### src/rtl/ilog_unit.sv
// ilog_unit: iterative floor(log_base(value)) engine.
// Each CALC cycle does one multiply-compare against the captured value.
// Optional feature macro: ILOG_REM_EN adds the `rem` output (value - base^result).
module ilog_unit #(
  parameter int unsigned W     = 16,
  parameter int unsigned EXP_W = 5
) (
  input  logic             clk,
  input  logic             rst_n,
  input  logic             start,
  input  logic [W-1:0]     base,
  input  logic [W-1:0]     value,
  output logic             busy,
  output logic             done,
  output logic [EXP_W-1:0] result,
`ifdef ILOG_REM_EN
  output logic             err,
  output logic [W-1:0]     rem
`else
  output logic             err
`endif
);

  typedef enum logic [1:0] {
    IDLE = 2'd0,
    CALC = 2'd1,
    FIN  = 2'd2
  } state_t;

  state_t state, state_nxt;

  logic [W-1:0]     base_q;
  logic [W-1:0]     val_q;
  logic [W-1:0]     acc;
  logic [EXP_W-1:0] e;

  logic [2*W-1:0]   prod;
  logic             fits;
  logic             op_err;

  // Full-width product: acc <= value < 2^W, so 2W bits never overflow.
  assign prod   = {{W{1'b0}}, acc} * {{W{1'b0}}, base_q};
  assign fits   = (prod <= {{W{1'b0}}, val_q});
  assign op_err = (base < W'(2)) || (value == '0);

  assign busy = (state != IDLE);
  assign done = (state == FIN);

  // State register; reset discards any in-flight job.
  always_ff @(posedge clk or negedge rst_n) begin
    if (!rst_n) state <= IDLE;
    else        state <= state_nxt;
  end

  // Next-state: illegal operands skip CALC and report straight away.
  always_comb begin
    state_nxt = state;
    case (state)
      IDLE:    if (start) state_nxt = op_err ? FIN : CALC;
      CALC:    if (!fits) state_nxt = FIN;
      FIN:     state_nxt = IDLE;
      default: state_nxt = IDLE;
    endcase
  end

  // Working registers: operand capture and the acc/e iteration.
  always_ff @(posedge clk or negedge rst_n) begin
    if (!rst_n) begin
      base_q <= '0;
      val_q  <= '0;
      acc    <= '0;
      e      <= '0;
    end else begin
      if (state == IDLE && start && !op_err) begin
        base_q <= base;
        val_q  <= value;
        acc    <= W'(1);
        e      <= '0;
      end else if (state == CALC && fits) begin
        acc <= prod[W-1:0];
        e   <= e + 1'b1;
      end
    end
  end

  // Visible results change only on entry to FIN and hold through IDLE.
  always_ff @(posedge clk or negedge rst_n) begin
    if (!rst_n) begin
      result <= '0;
      err    <= 1'b0;
    end else if (state == IDLE && start && op_err) begin
      result <= '0;
      err    <= 1'b1;
    end else if (state == CALC && !fits) begin
      result <= e;
      err    <= 1'b0;
    end
  end

`ifdef ILOG_REM_EN
  // Remainder: acc equals base^result when CALC stops.
  always_ff @(posedge clk or negedge rst_n) begin
    if (!rst_n)                               rem <= '0;
    else if (state == IDLE && start && op_err) rem <= '0;
    else if (state == CALC && !fits)           rem <= val_q - acc;
  end
`endif

endmodule

### config.mk
export PLATFORM = sky130hd
export DESIGN_NAME = ilog_unit
export DESIGN_NICKNAME = d
export VERILOG_FILES = /design/src/rtl/ilog_unit.sv
export SDC_FILE = /design/constraint.sdc
export NUM_CORES = 1
export LEC_CHECK = 0
export ABC_AREA = 1
export CORE_MARGIN = 5
export CORE_UTILIZATION = 41
export DETAILED_ROUTE_END_ITERATION = 8
export PLACE_DENSITY = 0.53
export SYNTH_ARGS = -nofsm -noshare
export SYNTH_HDL_FRONTEND = slang
export SYNTH_SLANG_ARGS = --single-unit
### constraint.sdc
create_clock -name clk -period 11.5 [get_ports clk]
set_input_delay 2.3 -clock clk [delete_from_list [all_inputs] [get_ports clk]]
set_output_delay 2.3 -clock clk [all_outputs]
set_load 0.02 [all_outputs]
; ---- Word-level counts from Yosys, hierarchy flattened
; Cells that the tools add are included.
[totals]
output_inout_bits = 8
regBits = 61
elab_cells = 41
[op_classes]
n_reduce_logical = 14
n_eq_ne = 4
muxes = 12
mul = 1
n_lt_le_gt_ge = 2
addsub = 1
[ops]
columns = cell, count
row1 = $le 32x16->1, 1
row2 = $mul 16x16->32, 1
row3 = $mux 16, 2
row4 = $mux 5, 4
row5 = $logic_not 16->1, 1
row6 = $lt 16x2->1 const B, 1
row7 = $mux 2, 3
row8 = $reduce_bool 2->1, 3
row9 = $add 5x1->5 const B, 1
row10 = $logic_and 1x1->1, 5
row11 = $ne 2x2->1 const B, 2
row12 = $pmux 2 s2, 1
row13 = $eq 2x1->1 const B, 1
row14 = $eq 2x2->1 const B, 1
row15 = $logic_not 1->1, 2
row16 = $logic_not 2->1, 1
row17 = $mux 1, 2
row18 = $reduce_and 2->1, 1
row19 = $logic_or 1x1->1, 1

; ---- Longest topological paths before layout
; Gate-level depths: netlist of run 1.
[depth]
ltp_word = 6
depth_mapped = 38
ltp_nobuf = 36

; ---- Worst setup path after synthesis of run 1
; Ideal clock, no wire load.
[synth_path]
kind = reg2reg
start = reg acc[11]
end = reg acc[0]
path_stages_with_launch = 35
synth_period_minus_slack_ns = 6.546
arrival_ns = 6.412
path_slack_ns = 4.954
path_cell_list = dfrtp_1 > clkbuf_1 > clkbuf_1 > nand2_1 > fa_1 > fa_1 > inv_1 > fa_1 > fa_1 > fa_1 > inv_1 > fa_1 > inv_1 > ha_1 > nand2_1 > inv_2 > nand2_1 > nor2_1 > nand2_1 > nand3_1 > xor2_1 > ha_1 > a21oi_1 > o21ai_0 > a21oi_1 > nand2_1 > nand2_1 > nand2_1 > nor2_1 > nand2_1 > nor3_2 > nand3_2 > buf_2 > nand2_1 > nand3_1
[synth_via]
elab_chain_cells = 4
[synth_rtl]
columns = item, line
row1 = "start, declared", 34  ; logic [W-1:0] acc;
row2 = "start signal, assigned", 80  ; acc <= prod[W-1:0];
row3 = $mul 16x16->32, 42  ; assign prod = {{W{1'b0}}, acc} * {{W{1'b0}}, base_q};
row4 = $le 32x16->1, 43  ; assign fits = (prod <= {{W{1'b0}}, val_q});
row5 = $logic_and 1x1->1, 79  ; end else if (state == CALC && fits) begin
row6 = $reduce_bool 2->1 (no line), n/a
; Every way passes these cells.
; A chain may end at the register's enable or synchronous reset.

; ---- Final worst setup path of run 1
[layout_path]
start = reg acc[11]
end = reg acc[7]
; Same word-level chain as after synthesis.

==> run_results.csv, run 1 <==
group,metric,value,unit
logic_synthesis,synth_common_cells,"530 x nand2_1, 457 x inv_1, 194 x fa_1, 121 x ha_1, 71 x clkbuf_1",
critical_path,worst_path_dominant_cell_family,"adder cells",
die,num_rows,64,
critical_path,cp-end-kind,"register",
drt,drtAntennaViolNets,0,
cells_and_area,antenna_cells,0,
logic_synthesis,synth_nets,2092,
critical_path,r2r_slack,3.70,ns
critical_path,path_buf_inv,4,
die,start_util,0.4157,
clocking,cts_resized,0,
critical_path,cp_max_fo,23,
timing,timing.setup.tns,0,ns
logic_synthesis,ys.flop_type,"dfrtp_1",
die,ioPinCount,43,
logic_synthesis,syn_avg_cell_area,7.300,µm²
critical_path,crit_arrival,8.07,ns
die,core,30590,µm²
timing,drv_slew,0,
critical_path,cp.depth,30,
cells_and_area,num-fill-cells,3184,
critical_path,timing.rr.start,"acc[11]$_DFFE_PN0P_",
logic_synthesis,synth_area_leaders,"fa_1 31%, nand2_1 16%, inv_1 13%, dfrtp_1 12%, ha_1 12%",
cells_and_area,fin_nets,2072,
critical_path,cpMostUsedCell,"nand2_1",
global_route,antenna_found_initial,0,
clocking,htreeDepth,3,
global_route,grt_usage,0.2135,
drt,wire_per_inst,16.39,µm
clocking,tritoncts,"built",
timing,rsz0062_at_grt,"no",
critical_path,slowest_delay,0.92,ns
timing,max_freq,0.1281,GHz
die,die_x,186.1,µm
timing,tightest_slew,1.002,ns
die,dieArea,34640,µm²
global_route,grt_pass1_vias,10670,
clocking,ctsHoldBuffers,0,
critical_path,critPathLaunch,"acc[11]$_DFFE_PN0P_",
drt,wl,34780,µm
clocking,clk_pin_slew_worst_paths,0.06,ns
clocking,cts_buffer_depth,2,
worst_hold_path,min_path_type,"register to register",
clocking,cts_buffers,9,
clocking,cts_setup_buffers,0,
cells_and_area,drive_gt1_frac,0.05041,
placement,io_buffers,42,
logic_synthesis,ys_warn_count,0,
clocking,cts.sink_count,61,
logic_synthesis,yosys.cell_types.count,37,
critical_path,timing.rr.end,"acc[7]$_DFFE_PN0P_",
logic_synthesis,synth_top_area_share,0.3054,
flow_run,drv_cap,0,
timing,setup_violations,0,
critical_path,crit_type,"register to register",
cells_and_area,multi_input_area,9146,µm²
outcome,status,"finished, final reports clean",
logic_synthesis,synth_cells,1742,
logic_synthesis,ys_ff_latch,61,
critical_path,rr_worst_depth,30,
clocking,insertion_delay,0.34,ns
drt,first_pass_iters,5,
global_route,grt_pass1_wl,57800,µm
placement,dp_hpwl,28370,µm
cells_and_area,area_growth,7.320,%
timing,fin_crit_sh,0.6786,
cells_and_area,regArea,1526,µm²
logic_synthesis,yosysMostFrequentCell,"nand2_1",
logic_synthesis,synth_area,12720,µm²
logic_synthesis,synth.largest_area_cell,"fa_1",
drt,vias,10230,
critical_path,crit_required,11.77,ns
timing,fin_crit,7.804,ns
timing,clock_skew,0.01368,ns
logic_synthesis,synth_async_sr_flop_share,1.000,
drt,via_per_inst,4.822,
global_route,grt_max_degree,74,
timing,finalHoldViolCount,0,
die,die_y,186.1,µm
drt,drc,0,
logic_synthesis,ys_seq_area_frac,0.1200,
drt,drt_iter0_markers,530,
timing,slew_headroom,0.3317,
logic_synthesis,synth_edf_count,0,
global_route,grt_overflow,0,
critical_path,startpoint_type,"register",
clocking,cts_root_buffer,"clkbuf_16",
critical_path,crit_end,"acc[7]$_DFFE_PN0P_",
placement,gp_congestion,0.8625,
critical_path,cpMaxStageDelayCell,"dfrtp_1",
==> worst min-delay path by stage <==
stage | end | slack (ns) | cells past startpoint | start
3_3_place_gp | result[2]$_DFFE_PN0P_ | 0.49 | 2 | result[2]$_DFFE_PN0P_
2_1_floorplan | val_q[10]$_DFFE_PN0P_ | 0.48 | 2 | val_q[10]$_DFFE_PN0P_
5_1_grt | val_q[0]$_DFFE_PN0P_ | 0.53 | 1 | val_q[0]$_DFFE_PN0P_
6_report | err$_DFFE_PN0P_ | 0.51 | 2 | err$_DFFE_PN0P_
3_5_place_dp | result[3]$_DFFE_PN0P_ | 0.49 | 2 | result[3]$_DFFE_PN0P_
4_1_cts | result[4]$_DFFE_PN0P_ | 0.51 | 2 | result[4]$_DFFE_PN0P_
==> logic make-up (layout without fill, tap and decap cells) <==
| group | after synthesis | in the layout | synth area share |
|---|---|---|---|
| AND/OR/NAND/NOR | 747 | 747 | 0.2499 |
| buffers and inverters | 541 | 525 | 0.1609 |
| flip-flops | 61 | 61 | 0.1200 |
| AO/OA/AOI/OAI | 44 | 44 | 0.01791 |
| adder cells (fa/ha/maj) | 315 | 315 | 0.4245 |
| XOR/XNOR | 17 | 17 | 0.01171 |
| multiplexers | 17 | 17 | 0.01505 |
==> registers in the layout (all words and copies together), names as in the netlist <==
name    flops
state       2
err         1
acc        16
val_q      16
base_q     16
result      5
e           5
==> cell usage in the layout, fill, tap and decap left out, types with 13 or more instances in the layout <==
master             n
nand4_1           25
nand2_1          529
a21oi_1           38
ha_1             121
xor2_1            13
nor2_1            59
nand3_1           68
mux2_2            17
nand2_2           23
inv_1            457
clkdlybuf4s50_1   41
fa_1             194
dfrtp_1           61
==> worst register-to-register path: cells and delay by family, from the launching register on <==
kind,cells,cell delay [ns]
fa+ha+maj,8,3.77
simple gates,14,1.93
flops,1,0.92
buf+inv,4,0.46
xor+xnor,1,0.34
compound gates,3,0.32
==> metal layers <==
layer	global-route usage	up-vias	wire length, µm
li1	-	5005	-
met4	0.04022	0	515
met5	0	-	0
met2	0.3456	171	15900
met3	0.03283	35	1262
met1	0.3079	5021	17100
==> stage by stage <==
stage | hold WS (ns) | util | worst slack [ns] | area [µm²] | std cells
finish | 0.5099 | 0.4461 | 3.696 | 13650 | 2122
global route | 0.5276 | 0.4461 | 3.031 | 13650 | 2122
CTS | 0.5105 | 0.4461 | 3.686 | 13650 | 2122
detailed placement | 0.4864 | 0.4366 | 3.728 | 13360 | 2107
global placement | 0.4886 | 0.4366 | 3.664 | 13360 | 2107
floorplan | 0.4845 | - | 4.954 | 12720 | 1742
==> area by class of cell <==
| class | count | share of cell area |
|---|---|---|
| tap | 396 | 0.03631 |
| clock buffer | 11 | 0.01779 |
| sequential | 61 | 0.1119 |
| clock inverter | 4 | 0.003576 |
| multi-input combinational | 1140 | 0.6702 |
| timing repair buffer | 46 | 0.03264 |
| inverter | 464 | 0.1276 |
Power of run 1 is left out: the tool's default activity adds up to more than one toggle a clock period on the data nets, which glitch-free logic cannot reach.
==> inputs of run 2 (changes only) <==
==> constraint.sdc (replaced) <==
create_clock -name clk -period 8 [get_ports clk]
set_input_delay 1.6 -clock clk [delete_from_list [all_inputs] [get_ports clk]]
set_output_delay 1.6 -clock clk [all_outputs]
set_load 0.02 [all_outputs]
==> run_results.csv, run 2 (same netlist as run 1, synthesis figures left out) <==
group,metric,value,unit
critical_path,crit_arrival,7.73,ns
clocking,tritoncts,"built",
worst_hold_path,min_path_type,"register to register",
cells_and_area,drive_gt1_frac,0.06487,
die,die_x,186.1,µm
global_route,grt_max_degree,67,
placement,io_buffers,42,
global_route,grt_pass1_vias,10680,
drt,drc,0,
clocking,cts_buffer_depth,2,
drt,drt_iter0_markers,533,
critical_path,timing.rr.end,"acc[9]$_DFFE_PN0P_",
drt,wire_per_inst,16.00,µm
worst_hold_path,hold_path_end,"result[2]$_DFFE_PN0P_",
flow_run,drv_cap,0,
die,die_y,186.1,µm
outcome,status,"finished, final reports clean",
drt,via_per_inst,4.788,
die,start_util,0.4157,
critical_path,crit_required,8.27,ns
die,num_rows,64,
timing,clock_skew,0.006848,ns
critical_path,cp-end-kind,"register",
timing,fin_crit,7.459,ns
clocking,cts_root_buffer,"clkbuf_16",
critical_path,r2r_slack,0.54,ns
clocking,cts.sink_count,61,
clocking,insertion_delay,0.34,ns
cells_and_area,fin_nets,2087,
global_route,antenna_found_initial,0,
timing,tightest_slew,0.9291,ns
drt,first_pass_iters,5,
clocking,cts_buffers,9,
cells_and_area,final_common_cell,"nand2_1",
critical_path,startpoint_type,"register",
critical_path,timing.rr.start,"base_q[3]$_DFFE_PN0P_",
timing,setup_violations,0,
critical_path,cpMaxStageDelayCell,"dfrtp_1",
drt,wl,34210,µm
critical_path,crit_type,"register to register",
critical_path,slowest_delay,0.81,ns
die,core,30590,µm²
cells_and_area,final_cell_mix,"529 x nand2_1, 457 x inv_1, 194 x fa_1",
cells_and_area,reg_top3,"acc: 16 flops, base_q: 16 flops, val_q: 16 flops",
critical_path,rr_worst_depth,30,
die,dieArea,34640,µm²
critical_path,cp_max_fo,23,
cells_and_area,fin_util,0.4516,
worst_hold_path,whs_path_depth,2,
cells_and_area,area_growth,8.639,%
drt,vias,10240,
placement,gp_congestion,0.8807,
placement,dp_hpwl,28590,µm
timing,rsz0062_at_grt,"no",
worst_hold_path,worstHoldStart,"result[2]$_DFFE_PN0P_",
timing,drv_slew,0,
global_route,grt_usage,0.2107,
die,ioPinCount,43,
global_route,grt_overflow,0,
global_route,grt_pass1_wl,57520,µm
clocking,clk_pin_slew_worst_paths,0.06,ns
clocking,ctsHoldBuffers,0,
timing,finalHoldViolCount,0,
timing,fin_crit_sh,0.9324,
timing,timing.setup.tns,0,ns
timing,fin_hold_ws,0.5032,ns
cells_and_area,antenna_cells,0,
clocking,htreeDepth,3,
critical_path,cpMostUsedCell,"nand2_1",
timing,max_freq,0.1341,GHz
drt,drtAntennaViolNets,0,
timing,slew_headroom,0.3806,
==> run 2: changes by cell type in the layout (fill, tap and decap cells not counted), sizes merged <==
cell / before / now
buf: 5 / 20
clkinv: 4 / 2
clkinvlp: 0 / 2
bufinv: 1 / 2
==> run 2: metal layers <==
layer  up-vias  track usage  share of wire
met2       183       0.3399           0.46
met4         0      0.02507         0.0081
met1      4997       0.3131           0.50
li1       5035            -              -
met3        22      0.02951          0.037
met5         -            0              0
==> run 2: area by class of cell <==
class,instances,area (µm²)
timing repair buffer,61,558.0
inverter,464,1742
tap,396,495.5
fill,3186,16770
clock buffer,11,242.7
multi-input combinational,1140,9155
clock inverter,5,83.83
sequential,61,1538
==> run 2: metrics by stage <==
step | cells | instance area [µm²] | worst slack [ns]
floorplan | 1742 | 12720 | 1.454
global placement | 2122 | 13470 | 0.2553
detailed placement | 2122 | 13470 | 0.2917
CTS | 2138 | 13790 | 0.2472
global route | 2138 | 13810 | 0.07946
finish | 2138 | 13810 | 0.5405
==> run 2: worst max-delay path by stage <==
stage          slack [ns]                   from                   to  depth (start not counted)
2_1_floorplan        1.45    acc[11]$_DFFE_PN0P_   acc[0]$_DFFE_PN0P_                         34
3_3_place_gp         0.26    acc[11]$_DFFE_PN0P_  acc[11]$_DFFE_PN0P_                         30
3_5_place_dp         0.29    acc[11]$_DFFE_PN0P_   acc[3]$_DFFE_PN0P_                         30
4_1_cts              0.25    acc[11]$_DFFE_PN0P_   acc[3]$_DFFE_PN0P_                         30
5_1_grt              0.08  base_q[4]$_DFFE_PN0P_   acc[9]$_DFFE_PN0P_                         31
6_report             0.54  base_q[3]$_DFFE_PN0P_   acc[9]$_DFFE_PN0P_                         30
==> run 2: worst max-delay path, delay by kind of cell (launching register included) <==
kind            cells  cell delay (ns)
xor+xnor            1             0.34
compound gates      1             0.13
buf+inv             4             0.36
fa+ha+maj           8             3.69
simple gates       16             2.05
flops               1             0.81
==> run 2: timing repair <==
| item | CTS | global route |
|---|---|---|
| endpoints found under the setup margin | 0 | 22 |
| gates resized for setup | 0 | 11 |
| buffers inserted | 0 | 0 |
Power of run 2 is left out for the same reason.
